File: src/rtl/i2c_pkg.sv
// Shared types and constants for the I2C target front end.
// FSM state encoding, PID gain register map, default device address.
package i2c_pkg;

  typedef enum logic [3:0] {
    S_IDLE,
    S_ADDR,
    S_ADDR_ACK,
    S_PTR,
    S_PTR_ACK,
    S_WDATA,
    S_WDATA_ACK,
    S_RDATA,
    S_RDATA_ACK,
    S_WAIT_STOP
  } state_e;

  localparam logic [7:0] ADDR_K_P = 8'h20;
  localparam logic [7:0] ADDR_K_I = 8'h21;
  localparam logic [7:0] ADDR_K_D = 8'h22;

  localparam logic [6:0] DEFAULT_TARGET_ADDR = 7'h48;

  // Device address lives in byte[7:1]; byte[0] is R/W.
  function automatic logic addr_match(
    input logic [7:0] b,
    input logic [6:0] target
  );
    return b[7:1] == target;
  endfunction

endpackage

File: src/rtl/i2c_target_frontend_sync.sv
// Pin synchronizer with edge pulses for one bus line.
// Ports: clk, rst, d_i (raw pin), q_o (synced level), rise_o/fall_o (1-clk pulses).
module i2c_sync_edge #(
  parameter int STAGES = 2
) (
  input  logic clk,
  input  logic rst,
  input  logic d_i,
  output logic q_o,
  output logic rise_o,
  output logic fall_o
);

  logic [STAGES-1:0] sync_q;
  logic              prev_q;

  // Reset to the idle-bus level so no edge is seen on release.
  always_ff @(posedge clk) begin
    if (rst) begin
      sync_q <= '1;
      prev_q <= 1'b1;
    end else begin
      sync_q <= {sync_q[STAGES-2:0], d_i};
      prev_q <= sync_q[STAGES-1];
    end
  end

  assign q_o    = sync_q[STAGES-1];
  assign rise_o = q_o & ~prev_q;
  assign fall_o = ~q_o & prev_q;

endmodule

File: src/rtl/i2c_target_frontend.sv
// I2C target engine driving the PID gain register file access port.
// Ports: clk, rst, scl_in/sda_in (raw pins), sda_oe (open-drain pull),
//   reg_addr/update_value/read_or_write/reg_strobe/read_value (reg port), busy.
module i2c_target_frontend
  import i2c_pkg::*;
#(
  parameter logic [6:0] TARGET_ADDR = DEFAULT_TARGET_ADDR,
  parameter int         SYNC_STAGES = 2
) (
  input  logic       clk,
  input  logic       rst,
  input  logic       scl_in,
  input  logic       sda_in,
  output logic       sda_oe,
  output logic [7:0] reg_addr,
  output logic [5:0] update_value,
  output logic       read_or_write,
  output logic       reg_strobe,
  input  logic [5:0] read_value,
  output logic       busy
);

  logic scl, scl_rise, scl_fall;
  logic sda, sda_rise, sda_fall;

  i2c_sync_edge #(.STAGES(SYNC_STAGES)) u_scl (
    .clk    (clk),
    .rst    (rst),
    .d_i    (scl_in),
    .q_o    (scl),
    .rise_o (scl_rise),
    .fall_o (scl_fall)
  );

  i2c_sync_edge #(.STAGES(SYNC_STAGES)) u_sda (
    .clk    (clk),
    .rst    (rst),
    .d_i    (sda_in),
    .q_o    (sda),
    .rise_o (sda_rise),
    .fall_o (sda_fall)
  );

  logic start, stop;
  assign start = sda_fall & scl;
  assign stop  = sda_rise & scl;

  state_e      state_q;
  logic [3:0]  bitcnt_q;
  logic [7:0]  shift_q;
  logic [7:0]  ptr_q;
  logic [5:0]  upd_q;
  logic        rw_q;
  logic        strobe_q;
  logic        sda_oe_q;
  logic        busy_q;
  logic        rd_q;
  logic [7:0]  byte_d;

  assign byte_d = {shift_q[6:0], sda};

  always_ff @(posedge clk) begin
    if (rst) begin
      state_q  <= S_IDLE;
      bitcnt_q <= '0;
      shift_q  <= '0;
      ptr_q    <= '0;
      upd_q    <= '0;
      rw_q     <= 1'b0;
      strobe_q <= 1'b0;
      sda_oe_q <= 1'b0;
      busy_q   <= 1'b0;
      rd_q     <= 1'b0;
    end else begin
      strobe_q <= 1'b0;
      // Cycle after an access: advance pointer, capture read data.
      if (strobe_q) begin
        ptr_q <= ptr_q + 8'd1;
        if (!rw_q) begin
          shift_q <= {2'b00, read_value};
        end
      end
      if (start) begin
        state_q  <= S_ADDR;
        bitcnt_q <= '0;
        sda_oe_q <= 1'b0;
      end else if (stop) begin
        state_q  <= S_IDLE;
        bitcnt_q <= '0;
        sda_oe_q <= 1'b0;
        busy_q   <= 1'b0;
      end else begin
        unique case (state_q)
          S_IDLE, S_WAIT_STOP: begin
          end
          S_ADDR: begin
            if (scl_rise) begin
              shift_q  <= byte_d;
              bitcnt_q <= bitcnt_q + 4'd1;
              if (bitcnt_q == 4'd7) begin
                bitcnt_q <= '0;
                if (addr_match(byte_d, TARGET_ADDR)) begin
                  state_q <= S_ADDR_ACK;
                  busy_q  <= 1'b1;
                  rd_q    <= byte_d[0];
                end else begin
                  state_q <= S_WAIT_STOP;
                end
              end
            end
          end
          S_PTR, S_WDATA: begin
            if (scl_rise) begin
              shift_q  <= byte_d;
              bitcnt_q <= bitcnt_q + 4'd1;
              if (bitcnt_q == 4'd7) begin
                bitcnt_q <= '0;
                if (state_q == S_PTR) begin
                  ptr_q   <= byte_d;
                  state_q <= S_PTR_ACK;
                end else begin
                  strobe_q <= 1'b1;
                  rw_q     <= 1'b1;
                  upd_q    <= byte_d[5:0];
                  state_q  <= S_WDATA_ACK;
                end
              end
            end
          end
          S_ADDR_ACK, S_PTR_ACK, S_WDATA_ACK: begin
            // Read address: fetch first byte while ACK is on the bus.
            if (scl_rise && sda_oe_q && rd_q
                && state_q == S_ADDR_ACK) begin
              strobe_q <= 1'b1;
              rw_q     <= 1'b0;
            end
            // First fall opens the ACK slot, second fall closes it.
            if (scl_fall) begin
              if (!sda_oe_q) begin
                sda_oe_q <= 1'b1;
              end else begin
                bitcnt_q <= '0;
                if (state_q == S_ADDR_ACK && rd_q) begin
                  state_q  <= S_RDATA;
                  sda_oe_q <= ~shift_q[7];
                end else begin
                  sda_oe_q <= 1'b0;
                  state_q  <= (state_q == S_ADDR_ACK)
                              ? S_PTR : S_WDATA;
                end
              end
            end
          end
          S_RDATA: begin
            if (scl_rise) begin
              bitcnt_q <= bitcnt_q + 4'd1;
            end
            if (scl_fall) begin
              if (bitcnt_q == 4'd8) begin
                sda_oe_q <= 1'b0;
                bitcnt_q <= '0;
                state_q  <= S_RDATA_ACK;
              end else begin
                shift_q  <= {shift_q[6:0], 1'b0};
                sda_oe_q <= ~shift_q[6];
              end
            end
          end
          S_RDATA_ACK: begin
            if (scl_rise) begin
              if (!sda) begin
                strobe_q <= 1'b1;
                rw_q     <= 1'b0;
              end else begin
                state_q <= S_WAIT_STOP;
              end
            end
            if (scl_fall) begin
              state_q  <= S_RDATA;
              bitcnt_q <= '0;
              sda_oe_q <= ~shift_q[7];
            end
          end
          default: begin
            state_q <= S_IDLE;
          end
        endcase
      end
    end
  end

  assign sda_oe        = sda_oe_q;
  assign reg_addr      = ptr_q;
  assign update_value  = upd_q;
  assign read_or_write = rw_q;
  assign reg_strobe    = strobe_q;
  assign busy          = busy_q;

endmodule

File: config.mk
export PLATFORM = sky130hd
export DESIGN_NAME = i2c_target_frontend
export DESIGN_NICKNAME = d
export VERILOG_FILES = /design/src/rtl/i2c_pkg.sv /design/src/rtl/i2c_target_frontend_sync.sv /design/src/rtl/i2c_target_frontend.sv
export SDC_FILE = /design/constraint.sdc
export NUM_CORES = 1
export LEC_CHECK = 0
export ABC_AREA = 0
export CELL_PAD_IN_SITES_DETAIL_PLACEMENT = 1
export CELL_PAD_IN_SITES_GLOBAL_PLACEMENT = 1
export CORE_MARGIN = 4
export CORE_UTILIZATION = 40
export DETAILED_ROUTE_END_ITERATION = 6
export PLACE_DENSITY = 0.82
export SLEW_MARGIN = 20
export SYNTH_ARGS = -nofsm -noshare
export SYNTH_HDL_FRONTEND = slang
export SYNTH_SLANG_ARGS = --single-unit
File: constraint.sdc
create_clock -name clk -period 2.8 [get_ports clk]
set_clock_uncertainty 0.05 [all_clocks]
set_input_delay 0.56 -clock clk [delete_from_list [all_inputs] [get_ports clk]]
set_output_delay 0.56 -clock clk [all_outputs]
set_load 0.02 [all_outputs]
Word-level counts from Yosys, hierarchy flattened
Cells that the tools add are included.
{"block": "totals", "in_bits": 10, "romBits": 0, "latchBits": 0, "reg_bits": 41, "n_memories": 0, "ramBits": 0}
{"block": "classes", "order_cmp": 0, "eq_ne": 39, "div_mod_pow": 0, "shifts": 0, "multipliers": 0, "n_addsub": 2, "mux": 68, "n_bitwise": 16, "reduce_logical": 25}
{"op": "$mux 8", "n": 14}
{"op": "$mux 4", "n": 20}
{"op": "$ne 4x4->1 const B", "n": 8}
{"op": "$ne 2x2->1 const B", "n": 13}
{"op": "$mux 1", "n": 25}
{"op": "$pmux 4 s6", "n": 1}
{"op": "$reduce_and 11->1", "n": 2}
{"op": "$eq 4x3->1 const B", "n": 5}
{"op": "$pmux 4 s4", "n": 1}
{"op": "$pmux 8 s2", "n": 1}
{"op": "$eq 4x4->1 const B", "n": 3}
{"op": "$reduce_and 6->1", "n": 2}
{"op": "$not 1->1", "n": 10}
{"op": "$reduce_and 5->1", "n": 2}
{"op": "$pmux 1 s3", "n": 3}
{"op": "$reduce_and 9->1", "n": 1}
{"op": "$reduce_or 3->1", "n": 3}
{"op": "$add 8x1->8 const B", "n": 1}
{"op": "$eq 4x2->1 const B", "n": 2}
{"op": "$reduce_bool 2->1", "n": 4}
{"op": "$eq 7x7->1 const B", "n": 1}
{"op": "$and 1x1->1", "n": 6}
{"op": "$mux 3", "n": 2}
{"op": "$ne 3x3->1 const B", "n": 2}
{"op": "13 further kinds", "n": 18}

Longest topological paths before layout
Gate-level depths: netlist of the first run.
{"block": "logic_depth", "depth_word": 8, "ltp_mapped": 9, "ltp_nobuf": 7}

By module
Synthesis of the first run repeated with hierarchy kept, for this count alone.
{"block": "hier_totals", "hier_cells": 254, "hier_area_um2": 2274.7}
{"module": "i2c_target_frontend", "cells_per_inst": 238, "n_inst": 1, "area_each_um2": 2089.5}
{"module": "i2c_sync_edge", "cells_per_inst": 8, "n_inst": 2, "area_each_um2": 92.6}

Worst setup path after synthesis of the first run
OpenSTA, ideal clock, no wires.
{"block": "synth_timing", "path_kind": "flip-flop to flip-flop", "startpoint": "register bitcnt_q[0]", "endpoint": "register ptr_q[6] (netlist: reg_addr[6])", "path_slack_ps": 817, "t_required_ps": 2610, "period_less_slack_ps": 1983, "n_path_buf": 3, "setup_time_ps": 140, "arrival_time_ps": 1793, "stages_incl_launch_ff": 10, "cell_sequence": "dfxtp_1 > ha_1 > and3b_1 > buf_4 > nand2_2 > or4_1 > buf_2 > buf_6 > nor2_1 > a211oi_2"}
{"block": "synth_via", "elab_chain_cells": 6}
{"element": "start: declaration", "line": "i2c_target_frontend.sv:49", "rtl": "logic [3:0] bitcnt_q;"}
{"element": "start signal: assignment", "line": "i2c_target_frontend.sv:99", "rtl": "bitcnt_q <= bitcnt_q + 4'd1;"}
{"element": "start signal: assignment", "line": "i2c_target_frontend.sv:115", "rtl": "bitcnt_q <= bitcnt_q + 4'd1;"}
{"element": "start signal: assignment", "line": "i2c_target_frontend.sv:156", "rtl": "bitcnt_q <= bitcnt_q + 4'd1;"}
{"element": "$eq 4x3->1", "line": "i2c_target_frontend.sv:116", "rtl": "if (bitcnt_q == 4'd7) begin"}
{"element": "$mux 8", "line": "i2c_target_frontend.sv:116"}
{"element": "$mux 8", "line": "i2c_target_frontend.sv:113", "rtl": "if (scl_rise) begin"}
{"element": "$mux 8", "line": "i2c_target_frontend.sv:93", "rtl": "unique case (state_q)"}
{"element": "$mux 8", "line": "i2c_target_frontend.sv:87", "rtl": "end else if (stop) begin"}
{"element": "$mux 8", "line": "i2c_target_frontend.sv:83", "rtl": "if (start) begin"}
{"element": "end signal: assignment", "line": "i2c_target_frontend.sv:78", "rtl": "ptr_q <= ptr_q + 8'd1;"}
{"element": "end signal: assignment", "line": "i2c_target_frontend.sv:119", "rtl": "ptr_q <= byte_d;"}
{"element": "end: declaration", "line": "i2c_target_frontend.sv:51", "rtl": "logic [7:0] ptr_q;"}
Every way passes these cells.
A chain may end at the register's enable or synchronous reset.

Worst setup path in the final report of the first run
{"block": "layout_timing", "startpoint": "register bitcnt_q[0]", "endpoint": "register ptr_q[4] (netlist: reg_addr[4])"}
Same word-level chain as after synthesis.

==> results of run 1 <==
-- placed cells by master (no fill, tap or decap), types with 3 or more instances in the layout --
master / n
a211oi_2: 8
or4_1: 3
mux2i_1: 15
o21bai_1: 3
a311oi_1: 3
o221ai_1: 3
xor2_1: 4
nor4_1: 3
xnor2_1: 4
o21ai_0: 4
nor2_1: 34
o2bb2ai_1: 7
nand2b_1: 7
a21oi_1: 9
nor3_1: 4
buf_4: 7
inv_1: 7
clkdlybuf4s50_1: 27
nor2b_1: 6
nand3_1: 6
nand4_1: 5
a31oi_1: 4
o21a_1: 3
or2_2: 9
clkbuf_8: 5
dfxtp_1: 41
o32ai_1: 3
nand2_1: 10
ha_1: 5
-- flip-flops by register name, summed over array words and instances (netlist names) --
name and cells:
u_sda.prev_q 1, u_scl.sync_q 2, rd_q 1, sda_oe 1, reg_strobe 1, shift_q 8, read_or_write 1, u_scl.prev_q 1
state_q 4, update_value 6, u_sda.sync_q 2, bitcnt_q 4, reg_addr 8, busy 1
-- through the flow --
stage | area [µm²] | cells | power [mW] | worst slack, ns
after floorplan | 2350 | 267 | 0.953 | 0.817
after global placement | 2660 | 353 | 1.06 | 0.541
after detailed placement | 2660 | 353 | 1.06 | 0.430
after CTS | 2740 | 361 | 1.44 | 0.406
after global routing | 2740 | 361 | 1.52 | 0.270
final | 2740 | 361 | 1.44 | 0.407
-- cell usage after synthesis (3+ instances only) --
library cell	instances
inv_1	7
nor2b_1	6
nand2b_1	7
buf_2	5
xor2_1	4
o21ai_0	4
mux2i_1	15
o221ai_1	3
ha_1	5
buf_4	4
or4_1	3
nand4_1	5
nor4_1	3
or2_2	9
clkbuf_1	8
nor2_1	34
nand2_1	10
dfxtp_1	41
a211oi_2	8
a21oi_1	9
nor3_1	4
o21a_1	3
o2bb2ai_1	7
a31oi_1	4
a311oi_1	3
o32ai_1	3
o21bai_1	3
nand3_1	6
xnor2_1	4
-- power by group through the flow --
stage                     Clock [mW]  Combinational (mW)  Sequential, mW
final                          0.378               0.401           0.658
after detailed placement           0               0.393           0.669
after floorplan                    0               0.316           0.637
after global placement             0               0.386           0.670
after global routing           0.415               0.437           0.666
after CTS                      0.390               0.395           0.657
-- final cells by class --
class	instances	area (µm²)
clock inverters	2	10.0
flip-flops and latches	41	821
clock buffers	6	72.6
inverters	7	26.3
well taps	72	90.1
fillers	687	2860
repair buffers	34	323
multi-input cells	199	1400
-- path summary, 6_finish.rpt --
check	start	end	slack, ns	cells after the start
setup / recovery	bitcnt_q[0]	reg_addr[4]	0.41	6
hold reg to reg	u_sda.sync_q[0]	u_sda.sync_q[1]	0.37	1
setup reg to reg	bitcnt_q[0]	reg_addr[4]	0.41	6
hold / removal	u_sda.sync_q[0]	u_sda.sync_q[1]	0.37	1
-- layer usage --
layer,vias to the layer above,routed length [µm]
met4,0,45
met3,5,209
met2,28,2990
met5,-,0
met1,1024,3080
li1,1027,-
-- logic make-up (layout without fill, tap and decap cells) --
family / Yosys count / after routing / synth area share [%]
compound gates: 67 / 67 / 23.3
xor+xnor: 8 / 8 / 2.98
fa+ha+maj: 5 / 5 / 2.66
buf+inv: 27 / 49 / 5.53
flops: 41 / 41 / 34.9
mux: 15 / 15 / 6.38
simple gates: 104 / 104 / 24.3
==> impl_metrics.json, run 1 <==
{
  "fin_crit_sh_pct": 85.4,
  "yosys_register_bits": 41,
  "grt_remaining_overflow": 0,
  "grt_pass1_vias": 2074,
  "die-area_um2": 7170,
  "grt-busiest-layer": "met2",
  "slew_viol_final": 0,
  "grt_util_met3_pct": 3.43,
  "p_int_mw": 0.937,
  "crit_family": "simple AND/OR/NAND/NOR gates",
  "ys_async_sr_fraction_pct": 0,
  "avgSynthCellArea_um2": 8.81,
  "io_buffers": 27,
  "grt_use_total_pct": 18.3,
  "clockPowerShare_pct": 26.3,
  "post-route-min-period_ns": 2.39,
  "die_x_um": 84.7,
  "grt_setup_unrepaired": "no",
  "syn_nets": 282,
  "hold-worst-slack_ns": 0.372,
  "cts-root-buf": "clkbuf_8",
  "area_growth_pct": 16.6,
  "post_cts_resized": 0,
  "synth_enable_flop_cells": 0,
  "cts.sink_count": 41,
  "cp-end-kind": "flop",
  "ys.flop_type": "dfxtp_1",
  "setup_viol": 0,
  "postSynthCellCount": 267,
  "slowest_delay_ns": 0.84,
  "synth_area_leaders": "dfxtp_1, mux2i_1, nor2_1",
  "cellLeakagePower_nw": 0.977,
  "cp_max_fo": 16,
  "nNetsFinal": 303,
  "post-route-util_pct": 48.9,
  "crit_chain": "ha_1 -> and3b_1 -> nand2_2 -> or4_1 -> nor2_1 -> a211oi_2",
  "drt-initial-drc-count": 137,
  "required_ns": 2.90,
  "place_hpwl_mm": 4.77,
  "cp.arrival_ns": 2.49,
  "drc": 0,
  "post_drt_wl_per_cell_um": 17.5,
  "drive_above_1_share_pct": 13.1,
  "cts-htree-levels": 2,
  "clk_pin_slew_ns": 0.08,
  "clockBufferDepth": 2,
  "clk_latency_ns": 0.29,
  "synth_area_um2": 2350,
  "comb_power_share_pct": 27.9,
  "grt_pass1_wl_mm": 10.7,
  "worstSetupPathType": "reg2reg",
  "drtAntennaViolNets": 0,
  "grt_max_degree": 27,
  "cp-start-kind": "flop",
  "cts_buffers": 5,
  "yosysTopAreaCell": "dfxtp_1",
  "ctsHoldBuffers": 0,
  "totalWireLength_mm": 6.33,
  "insertedDiodeCount": 0,
  "switching_share_pct": 34.8,
  "yosysWarnings": 0,
  "yosysSeqAreaShare_pct": 34.9,
  "fmax_mhz": 418,
  "final_hold_viol_count": 0,
  "yosysUniqueCellTypes": 58,
  "outcome": "complete, no violations",
  "maxSlewHeadroom_pct": 44.2,
  "synth_top_area_share_pct": 34.9,
  "switchingPower_mw": 0.500,
  "place_congestion": 0.892,
  "die_y_um": 84.7,
  "rows": 27,
  "vias_per_cell": 5.77,
  "core_um2": 5610,
  "seqPwrFrac_pct": 45.8,
  "cts_tree": "done",
  "grtUsageMet1_pct": 25.3,
  "io_pins": 28,
  "grt_util_met2_pct": 29.8,
  "crit_slowest_cell": "or4_1",
  "cellPowerDensity_nw_per_um2": 523,
  "via_count": 2084,
  "irDropWorstVdd_uv": 391,
  "firstDrtPassIters": 4,
  "worstHoldPathType": "reg2reg",
  "post_cts_buffers": 0,
  "fin_setup_tns_ns": 0,
  "critPathBufInv": 0,
  "drv_cap": 0,
  "worst_pin_slew_ns": 0.836,
  "antenna_found_initial": 0,
  "initial_utilization_pct": 41.9
}
(Power assumes the default switching activity.)
==> inputs of run 2 (changes only) <==
- clock period: 2.8 -> 2.75 ns (I/O delays scaled with it)
==> impl_metrics.json, run 2 (synthesis results as in run 1) <==
{
  "outcome": "complete, no violations",
  "cts_tree": "done",
  "ctsHoldBuffers": 0,
  "fillers": 679,
  "fin_crit_sh_pct": 87.3,
  "grt_pass1_vias": 2249,
  "drt-initial-drc-count": 179,
  "totalWireLength_mm": 6.66,
  "insertedDiodeCount": 0,
  "required_ns": 2.85,
  "grt_setup_unrepaired": "no",
  "grt_remaining_overflow": 0,
  "place_congestion": 0.922,
  "post_drt_wl_per_cell_um": 18.4,
  "holdCritStartpoint": "u_scl.sync_q[0]",
  "post_cts_resized": 0,
  "worst_pin_slew_ns": 0.830,
  "post-route-min-period_ns": 2.40,
  "initial_utilization_pct": 41.9,
  "fin_setup_tns_ns": 0,
  "fmax_mhz": 417,
  "clk_latency_ns": 0.29,
  "cellPowerDensity_nw_per_um2": 575,
  "r2r-end": "reg_addr[3]",
  "switchingPower_mw": 0.519,
  "die_y_um": 84.7,
  "final_common_cell": "dfxtp_1",
  "drv_cap": 0,
  "cts-htree-levels": 2,
  "cp-end-kind": "flop",
  "cp_max_fo": 16,
  "cp.arrival_ns": 2.50,
  "final_cell_mix": "dfxtp_1, nor2_1, clkdlybuf4s50_1, mux2i_1, nand2_1",
  "vias_per_cell": 5.91,
  "holdPathStages": 1,
  "r2r_cells": 6,
  "firstDrtPassIters": 4,
  "irDropWorstVdd_uv": 321,
  "clockBufferDepth": 2,
  "clk_pin_slew_ns": 0.08,
  "via_count": 2141,
  "grt_pass1_wl_mm": 11.2,
  "die_x_um": 84.7,
  "area_growth_pct": 18.4,
  "comb_power_share_pct": 27.7,
  "die-area_um2": 7170,
  "worstSetupPathType": "reg2reg",
  "final_hold_viol_count": 0,
  "r2r_start": "bitcnt_q[0]",
  "antenna_found_initial": 0,
  "regArea_um2": 821,
  "switching_share_pct": 32.4,
  "slew_viol_final": 0,
  "rows": 27,
  "hold-worst-slack_ns": 0.376,
  "cellLeakagePower_nw": 0.996,
  "maxSlewHeadroom_pct": 44.6,
  "io_pins": 28,
  "worstHoldPathType": "reg2reg",
  "p_int_mw": 1.08,
  "drive_above_1_share_pct": 13.4,
  "post_cts_buffers": 0,
  "cts-root-buf": "clkbuf_8",
  "clockPowerShare_pct": 31.5,
  "grt_max_degree": 27,
  "grt_use_total_pct": 19.4,
  "r2r_setup_slack_ns": 0.35,
  "drtAntennaViolNets": 0,
  "cts.sink_count": 41,
  "cp-start-kind": "flop",
  "holdPathEnd": "u_scl.sync_q[1]",
  "place_hpwl_mm": 4.91,
  "core_um2": 5610,
  "multi_input_area_um2": 1400,
  "seqPwrFrac_pct": 40.8,
  "cts_buffers": 5,
  "setup_viol": 0,
  "nNetsFinal": 304,
  "io_buffers": 27,
  "drc": 0
}
## run 2: worst max-delay path, stage by stage, from the launching register on
cell and delay [ns]:
dfxtp_1 0.39, ha_1 0.22, and3b_1 0.31, nand2_2 0.09, or4_1 0.85, nor2_1 0.27
a211oi_2 0.07
## run 2: final cells by class
cell class              count  area share [%]
multi-input cells         199            50.3
flip-flops and latches     41            29.5
repair buffers             35            11.9
well taps                  72            3.23
clock buffers               7            3.10
clock inverters             1            1.08
inverters                   7           0.943
## run 2: metal layers
| layer | GRT usage, % | wire (µm) |
|---|---|---|
| met2 | 32.2 | 3210 |
| met1 | 24.7 | 3010 |
| met4 | 6.91 | 134 |
| met5 | 0 | 0 |
| met3 | 4.12 | 309 |
## run 2: power groups by stage
stage	sequential [mW]	combinational, mW	clock (mW)
floorplan	0.648	0.322	0
global placement	0.664	0.421	0
detailed placement	0.666	0.434	0
CTS	0.652	0.439	0.517
global route	0.660	0.487	0.545
finish	0.653	0.443	0.505
## run 2: metrics by stage
stage          instance area [µm²]  total power, mW  cells  setup slack (ns)  utilization (%)
6_report                      2790             1.60    362             0.350             49.7
5_1_grt                       2790             1.69    362             0.192             49.7
4_1_cts                       2790             1.61    362             0.334             49.7
3_5_place_dp                  2670             1.10    354             0.375             47.6
3_3_place_gp                  2670             1.09    354             0.495             47.6
2_1_floorplan                 2350            0.970    267             0.767                -
## run 2: how the worst max path moves through the flow
| stage | from | to | slack (ns) | cells past startpoint |
|---|---|---|---|---|
| finish | bitcnt_q[0] | reg_addr[3] | 0.35 | 6 |
| global route | bitcnt_q[0] | reg_addr[1] | 0.19 | 6 |
| CTS | bitcnt_q[0] | reg_addr[3] | 0.33 | 6 |
| detailed placement | bitcnt_q[0] | reg_addr[3] | 0.38 | 6 |
| global placement | bitcnt_q[0] | reg_addr[7] | 0.49 | 6 |
| floorplan | bitcnt_q[0] | reg_addr[6] | 0.77 | 9 |
==> inputs of run 3 (changes only) <==
- ABC_AREA: 0 -> 1
- CTS_CLUSTER_DIAMETER: not set -> 50
- PLACE_DENSITY: 0.82 -> 0.85
==> impl_metrics.json, run 3 <==
{
  "outcome": "complete, no violations",
  "synth_top_family_by_area": "simple AND/OR/NAND/NOR gates",
  "worst_pin_slew_ns": 0.540,
  "cts.sink_count": 41,
  "synth_area_um2": 2360,
  "cp.arrival_ns": 2.27,
  "worstSetupPathType": "reg2reg",
  "post-route-min-period_ns": 2.09,
  "muxShareOfSynthArea_pct": 0.902,
  "r2r_cells": 5,
  "routed-wl-met2_mm": 3.13,
  "rows": 27,
  "yosysMostFrequentCell": "nand2_1",
  "io_pins": 28,
  "drv_cap": 0,
  "cellLeakagePower_nw": 1.15,
  "synth-xor-area-share_pct": 3.71,
  "fin_crit_sh_pct": 75.9,
  "clockBufferDepth": 2,
  "pre_cts_ws_ns": 0.671,
  "drt-initial-drc-count": 120,
  "setup_viol": 0,
  "post_cts_resized": 0,
  "firstDrtPassIters": 4,
  "multi_input_area_um2": 1360,
  "area_growth_pct": 18.7,
  "worst_slack_ns": 0.663,
  "synth_enable_flop_cells": 0,
  "wl_met3_um": 265,
  "cts-htree-levels": 2,
  "core_um2": 5610,
  "yosysWarnings": 0,
  "drc": 0,
  "ctsHoldBuffers": 0,
  "die-area_um2": 7190,
  "holdCritStartpoint": "u_sda.sync_q[0]",
  "ys.flop_type": "dfxtp_1",
  "grt_use_total_pct": 18.7,
  "final_cell_mix": "nand2_1, dfxtp_1, nor2_1, inv_1, clkdlybuf4s50_1",
  "wl_met1_mm": 3.07,
  "r2r_setup_slack_ns": 0.66,
  "die_y_um": 84.8,
  "die_x_um": 84.8,
  "highest_layer": "met4",
  "post_cts_buffers": 0,
  "worstHoldPathType": "reg2reg",
  "grt_max_degree": 20,
  "cp-end-kind": "flop",
  "grt_pass1_vias": 2317,
  "fin_setup_tns_ns": 0,
  "via_count": 2187,
  "nNetsFinal": 367,
  "regArea_um2": 821,
  "antenna_found_initial": 0,
  "place_congestion": 0.845,
  "hold-worst-slack_ns": 0.369,
  "grt_remaining_overflow": 0,
  "holdPathEnd": "u_sda.sync_q[1]",
  "initial_utilization_pct": 42.1,
  "place_hpwl_mm": 4.95,
  "final_common_cell": "nand2_1",
  "avgSynthCellArea_um2": 7.28,
  "synth_compound_area_share_pct": 17.5,
  "drtAntennaViolNets": 0,
  "finalPower_mw": 1.78,
  "totalWireLength_mm": 6.54,
  "r2r_start": "u_scl.sync_q[1]",
  "synth_area_leaders": "dfxtp_1, nand2_1, nor2_1",
  "drive_above_1_share_pct": 14.7,
  "fmax_mhz": 479,
  "clk_latency_ns": 0.30,
  "fillers": 751,
  "vias_per_cell": 5.15,
  "ys_async_sr_fraction_pct": 0,
  "yosys_register_bits": 41,
  "irDropWorstVdd_uv": 351,
  "synth_fa_ha_area_share_pct": 2.65,
  "io_buffers": 27,
  "clk_pin_slew_ns": 0.08,
  "synth_top_cells_by_count": "nand2_1, dfxtp_1, nor2_1",
  "cts-root-buf": "clkbuf_8",
  "holdPathStages": 1,
  "grt_pass1_wl_mm": 10.8,
  "r2r-end": "update_value[1]",
  "cp_max_fo": 13,
  "post_drt_wl_per_cell_um": 15.4,
  "slew_viol_final": 0,
  "yosysTopAreaCell": "dfxtp_1",
  "final_hold_viol_count": 0,
  "yosysSeqAreaShare_pct": 34.8,
  "yosysUniqueCellTypes": 37,
  "synth-simple-area-share_pct": 32.8,
  "cts_buffers": 5,
  "maxSlewHeadroom_pct": 63.9,
  "required_ns": 2.93,
  "cp-start-kind": "flop",
  "insertedDiodeCount": 0,
  "cts_tree": "done",
  "postSynthCellCount": 324,
  "synth_top_area_share_pct": 34.8,
  "syn_nets": 339,
  "grt_setup_unrepaired": "no",
  "cellPowerDensity_nw_per_um2": 637
}
[run 3: how the worst max path moves through the flow]
stage	from	to	cells past startpoint
floorplan	bitcnt_q[0]	state_q[0]	8
global placement	u_scl.sync_q[1]	state_q[1]	8
detailed placement	u_scl.sync_q[1]	update_value[0]	5
CTS	u_scl.sync_q[1]	update_value[1]	5
global route	u_scl.sync_q[1]	update_value[0]	5
finish	u_scl.sync_q[1]	update_value[1]	5
[run 3: critical path: stages (launching register included)]
cell and delay, ns:
dfxtp_1 0.41, ha_1 0.51, nand4_4 0.23, nor3_4 0.52
o21ai_0 0.15, a21oi_1 0.15
[run 3: layer usage]
metal  global-route usage (%)  vias to the layer above
li1                         -                     1124
met1                     24.3                     1020
met2                     31.5                       36
met3                     3.73                        7
met4                     5.32                        0
met5                        0                        -
[run 3: through the flow]
step,area [µm²],instances,util (%)
after floorplan,2360,324,-
after global placement,2680,417,47.8
after detailed placement,2680,417,47.8
after CTS,2800,425,49.9
after global routing,2800,425,49.9
final,2800,425,49.9
[run 3: report_power, final]
part           switching [mW]  total (mW)  internal [mW]
clock network           0.227       0.522          0.295
registers              0.0465       0.676          0.629
logic                   0.387       0.585          0.197
[run 3: cell families (layout without fill, tap and decap cells)]
| kind of cell | after synthesis | count (layout) |
|---|---|---|
| fa+ha+maj | 5 | 5 |
| mux | 2 | 2 |
| simple gates | 152 | 152 |
| flops | 41 | 41 |
| compound gates | 72 | 72 |
| xor+xnor | 10 | 10 |
| buf+inv | 42 | 71 |
[run 3: area by class of cell]
cell class / instances / area share [%]
timing repair buffer: 28 / 9.92
tap: 72 / 3.22
multi-input combinational: 241 / 48.5
inverter: 35 / 4.78
clock inverter: 2 / 1.34
sequential: 41 / 29.3
clock buffer: 6 / 2.95
